--- src/rtl/vedic_pkg.sv ---
// Shared definitions for the sequential Vedic multiplier: FSM state encoding
// and the half-width helper used to size the time-multiplexed core.
package vedic_pkg;

  typedef enum logic [2:0] {
    ST_IDLE = 3'd0,
    ST_P0   = 3'd1,
    ST_P1   = 3'd2,
    ST_P2   = 3'd3,
    ST_P3   = 3'd4,
    ST_DONE = 3'd5
  } state_e;

  function automatic int half_width(input int width);
    return width / 2;
  endfunction

endpackage

--- src/rtl/vedic_mul_half.sv ---
// Combinational H x H unsigned Urdhva-Tiryagbhyam multiplier: each product
// column k sums its vertical/crosswise bit products, then columns are weighted.
module vedic_mul_half #(
  parameter int H = 16
) (
  input  logic [H-1:0]   a_i,
  input  logic [H-1:0]   b_i,
  output logic [2*H-1:0] p_o
);

  localparam int CW = $clog2(H + 1);
  localparam int PW = 2 * H;

  logic [CW-1:0] col;

  // NOTE: combinational logic uses blocking assignments, and every variable is
  // given a value at the top of the block so no latch can be inferred.
  always_comb begin
    p_o = '0;
    col = '0;
    for (int k = 0; k < 2 * H - 1; k++) begin
      col = '0;
      for (int i = 0; i < H; i++) begin
        if ((k - i >= 0) && (k - i < H)) begin
          col = col + CW'(a_i[i] & b_i[k - i]);
        end
      end
      p_o = p_o + (PW'(col) << k);
    end
  end

endmodule

--- src/rtl/vedic_mul_seq.sv ---
// Sequential WIDTH x WIDTH multiplier: one half-width Vedic core is reused over
// four cycles (one per quadrant) with valid/ready handshakes on both sides.
module vedic_mul_seq
  import vedic_pkg::*;
#(
  parameter int WIDTH = 32
) (
  input  logic               clk,
  input  logic               rst_n,
  input  logic               in_valid,
  output logic               in_ready,
  input  logic [WIDTH-1:0]   a,
  input  logic [WIDTH-1:0]   b,
  input  logic               sgn,
  output logic               out_valid,
  input  logic               out_ready,
  output logic [2*WIDTH-1:0] c,
  output logic               busy
);

  localparam int H  = half_width(WIDTH);
  localparam int W2 = 2 * WIDTH;

  state_e           state_q, state_d;
  logic [WIDTH-1:0] a_q, a_d, b_q, b_d;
  logic             neg_q, neg_d;
  logic [W2-1:0]    acc_q, acc_d, c_q, c_d;
  logic             out_valid_q, out_valid_d;

  logic [H-1:0]     op_a, op_b;
  logic [WIDTH-1:0] part;
  logic [W2-1:0]    addend, acc_sum;
  logic             accept;

  // Signed operands are reduced to magnitudes; -2^(W-1) maps onto itself,
  // which is exactly its magnitude read as unsigned.
  function automatic logic [WIDTH-1:0] mag(input logic [WIDTH-1:0] v, input logic s);
    return (s && v[WIDTH-1]) ? -v : v;
  endfunction

  assign in_ready  = (state_q == ST_IDLE) || ((state_q == ST_DONE) && out_ready);
  assign accept    = in_valid && in_ready;
  assign busy      = (state_q == ST_P0) || (state_q == ST_P1) ||
                     (state_q == ST_P2) || (state_q == ST_P3);
  assign out_valid = out_valid_q;
  assign c         = c_q;

  always_comb begin
    op_a = a_q[H-1:0];
    op_b = b_q[H-1:0];
    case (state_q)
      ST_P1:   op_a = a_q[WIDTH-1:H];
      ST_P2:   op_b = b_q[WIDTH-1:H];
      ST_P3: begin
        op_a = a_q[WIDTH-1:H];
        op_b = b_q[WIDTH-1:H];
      end
      default: ;
    endcase
  end

  vedic_mul_half #(.H(H)) u_core (
    .a_i(op_a),
    .b_i(op_b),
    .p_o(part)
  );

  always_comb begin
    addend = '0;
    case (state_q)
      ST_P0:        addend = W2'(part);
      ST_P1, ST_P2: addend = W2'(part) << H;
      ST_P3:        addend = W2'(part) << (2 * H);
      default:      ;
    endcase
  end

  assign acc_sum = acc_q + addend;

  always_comb begin
    state_d     = state_q;
    a_d         = a_q;
    b_d         = b_q;
    neg_d       = neg_q;
    acc_d       = acc_q;
    c_d         = c_q;
    out_valid_d = out_valid_q;
    case (state_q)
      ST_P0: begin acc_d = acc_sum; state_d = ST_P1; end
      ST_P1: begin acc_d = acc_sum; state_d = ST_P2; end
      ST_P2: begin acc_d = acc_sum; state_d = ST_P3; end
      ST_P3: begin
        acc_d       = acc_sum;
        c_d         = neg_q ? -acc_sum : acc_sum;
        out_valid_d = 1'b1;
        state_d     = ST_DONE;
      end
      ST_DONE: begin
        if (out_ready) begin
          out_valid_d = 1'b0;
          state_d     = ST_IDLE;
        end
      end
      default: ;
    endcase
    // A new transfer overrides IDLE and the completing DONE cycle alike.
    if (accept) begin
      a_d     = mag(a, sgn);
      b_d     = mag(b, sgn);
      neg_d   = sgn && (a[WIDTH-1] ^ b[WIDTH-1]);
      acc_d   = '0;
      state_d = ST_P0;
    end
  end

  // NOTE: state registers use non-blocking assignments; all of them, operand
  // registers included, are reset so nothing stale survives an abort.
  always_ff @(posedge clk or negedge rst_n) begin
    if (!rst_n) begin
      state_q     <= ST_IDLE;
      a_q         <= '0;
      b_q         <= '0;
      neg_q       <= 1'b0;
      acc_q       <= '0;
      c_q         <= '0;
      out_valid_q <= 1'b0;
    end else begin
      state_q     <= state_d;
      a_q         <= a_d;
      b_q         <= b_d;
      neg_q       <= neg_d;
      acc_q       <= acc_d;
      c_q         <= c_d;
      out_valid_q <= out_valid_d;
    end
  end

endmodule

--- config.mk ---
export PLATFORM = sky130hd
export DESIGN_NAME = vedic_mul_seq
export DESIGN_NICKNAME = d
export VERILOG_FILES = /design/src/rtl/vedic_pkg.sv /design/src/rtl/vedic_mul_half.sv /design/src/rtl/vedic_mul_seq.sv
export SDC_FILE = /design/constraint.sdc
export NUM_CORES = 1
export LEC_CHECK = 0
export BUFFER_PORTS_ARGS = -buffer_cell sky130_fd_sc_hd__buf_2
export CAP_MARGIN = 25
export CORE_MARGIN = 2
export CORE_UTILIZATION = 55
export CTS_BUF_LIST = sky130_fd_sc_hd__clkbuf_4 sky130_fd_sc_hd__clkbuf_8
export CTS_CLUSTER_DIAMETER = 30
export DETAILED_ROUTE_END_ITERATION = 8
export HOLD_SLACK_MARGIN = 0.02
export PLACE_DENSITY_LB_ADDON = 0.05
export SLEW_MARGIN = 20
export SYNTH_ARGS = -nofsm -noshare
export SYNTH_HDL_FRONTEND = slang
export SYNTH_SLANG_ARGS = --single-unit
export TNS_END_PERCENT = 100
--- constraint.sdc ---
create_clock -name clk -period 18.5 [get_ports clk]
set_input_delay 0.925 -clock clk [delete_from_list [all_inputs] [get_ports clk]]
set_output_delay 0.925 -clock clk [all_outputs]
set_load 0.1 [all_outputs]
==> reports/metrics.yaml <==
sta:
  report.final.slew_viol_count: 0
  maxClockFrequency_ghz: 0.0667
  tightest_slew_ps: 1050
  hold_violations: 0
  fin_skew_ps: 33.1
  setup_viol: 0
  relSlewSlack_pct: 28.9
  rsz0062_at_grt: "no"
  holdWs_ps: 270
  fin_setup_tns_ps: 0
  min_period_over_period_pct: 81.0
  period_needed_ps: 14990
route:
  drcViolationCount: 0
  dr.pass1.iters: 5
  finalWirelength_um: 78200
  drtIter0Drc: 1759
  vias: 22200
  vias_per_cell: 6.05
  ant_nets: 0
  routedWlPerCell_um: 21.3
global_routing:
  grtUsageTotal_pct: 34.4
  grt_start_max_net_pins: 127
  grt_pass1_vias: 22100
  overflow: 0
  grt_pass1_wl_um: 123000
  antenna_found_initial: 0
synth:
  synth-seq-area-share_pct: 20.2
  syn-num-nets: 3447
  syn_area_sq_um: 24400
  ys_ff_latch: 197
  synth_cell_types: 93
  synth_area_leaders: "dfrtp_1, fa_1, ha_1"
  syn_inst: 3005
  synth_top_area_share_pct: 20.2
  yosysTopAreaCell: "dfrtp_1"
  ys_async_sr_fraction_pct: 100
  synth_edf_count: 0
  synth_warnings: 0
  ys.flop_type: "dfrtp_1"
  synth.avg_cell_area_sq_um: 8.12
floorplanning:
  dieArea_sq_um: 46100
  die_w_um: 215
  dieHeight_um: 215
  ios: 136
  start_util_pct: 55.4
  core-area_sq_um: 44000
  rows: 77
clocking:
  cts-root-buf: "clkbuf_8"
  cts_htree_levels: 4
  cts_buffers: 17
  clockBufferDepth: 2
  clkTransAtPathRegs_ps: 130
  cts_resized: 0
  ctsHoldBuffers: 0
  postCtsSetupRepairBufs: 0
  cts_tree: "built"
  clock_latency_ps: 600
  cts.sinks: 197
setup_path:
  crit_fanout: 32
  crit_type: "reg -> reg"
  arrival_ps: 15460
  worstSetupStartpointType: "register"
  required_ps: 18970
  critPathSlowestCell: "mux2i_2"
  end_kind: "register"
  reg2reg_setup_slack_ps: 3510
  cpMostUsedCell: "fa_1"
  max_stage_delay_ps: 930
worst_hold_path:
  holdCritPathClass: "in -> async"
finish:
  nNetsFinal: 3510
  final_common_cell: "nand2_1"
  final_cell_mix: "nand2_1, inv_1, nor2_1"
  areaGrowthSynthToFinish_pct: 7.43
  drive_gt1_share_pct: 9.67
  fillers: 4102
  antenna_cells: 0
run_status:
  status: "complete, no violations"
placement:
  io_buffer_count: 135
  gp_congestion: 0.972
  dpl.hpwl_um: 62300
run:
  drv_cap: 0
==> state kept, by name (all words and copies together), names as in the netlist <==
register / count
a_q: 32
b_q: 32
state_q: 3
out_valid: 1
c: 64
acc_q: 64
neg_q: 1
==> through the flow <==
stage          cell area [sq um]  setup WS (ps)  utilization (%)  std cells
2_1_floorplan              24400           5770                -       3005
3_3_place_gp               25600           3590             58.3       3637
5_1_grt                    26200           2630             59.6       3673
3_5_place_dp               25700           3690             58.4       3639
6_report                   26200           3510             59.6       3673
4_1_cts                    26200           3650             59.4       3671
==> Yosys cell counts (34+ instances only) <==
library cell,n
nor2_1,260
a21oi_1,133
nand2_1,429
o31ai_1,34
a21o_1,49
ha_1,181
xor2_1,82
o21ai_0,253
xnor2_1,113
clkbuf_1,108
and2_1,41
dfrtp_1,197
mux2i_1,38
nor3_1,36
inv_1,282
nand4_1,35
nand3_1,105
fa_1,192
==> cell type report <==
| cell class | instances | area, sq um | share of cell area (%) |
|---|---|---|---|
| Clock buffer | 17 | 234 | 0.892 |
| Tap cell | 592 | 741 | 2.82 |
| Multi-Input combinational cell | 2396 | 18000 | 68.6 |
| Timing Repair Buffer | 174 | 1020 | 3.91 |
| Sequential cell | 197 | 4930 | 18.8 |
| Inverter | 282 | 1060 | 4.04 |
| Clock inverter | 15 | 236 | 0.902 |
==> critical path, delay by kind of cell (launching register included) <==
| kind | cells | cell delay [ps] |
|---|---|---|
| AO/OA/AOI/OAI | 14 | 3750 |
| XOR/XNOR | 4 | 1040 |
| adder cells (fa/ha/maj) | 11 | 5000 |
| buffers and inverters | 3 | 570 |
| flip-flops | 1 | 600 |
| multiplexers | 2 | 1220 |
| AND/OR/NAND/NOR | 9 | 2660 |
==> metal layers <==
metal	GRT usage (%)	up-vias	wire, um
li1	-	10400	-
met1	44.0	10800	32600
met2	57.3	842	37000
met3	4.79	182	4820
met4	16.9	0	3850
met5	0	-	0
==> worst paths after layout <==
kind | startpoint | endpoint | cells past startpoint
worst max-delay path | state_q[2] | c[63] | 43
worst min-delay path | rst_n | c[14] | 1
worst max register to register | state_q[2] | c[63] | 43
worst min register to register | c[20] | c[20] | 2
max in group asynchronous | rst_n | acc_q[61] | 2
min in group clk | c[20] | c[20] | 2
==> cells by family (layout without fill, tap and decap cells) <==
group,count (synthesis),in the layout,share of synthesized area [%]
compound gates,701,701,18.3
fa+ha+maj,373,373,25.0
flops,197,197,20.2
buf+inv,412,488,6.42
simple gates,1055,1055,19.9
mux,71,71,3.08
xor+xnor,196,196,7.09
Power is left out: the tool's default activity adds up to more than one toggle a clock period on the data nets, which glitch-free logic cannot reach.
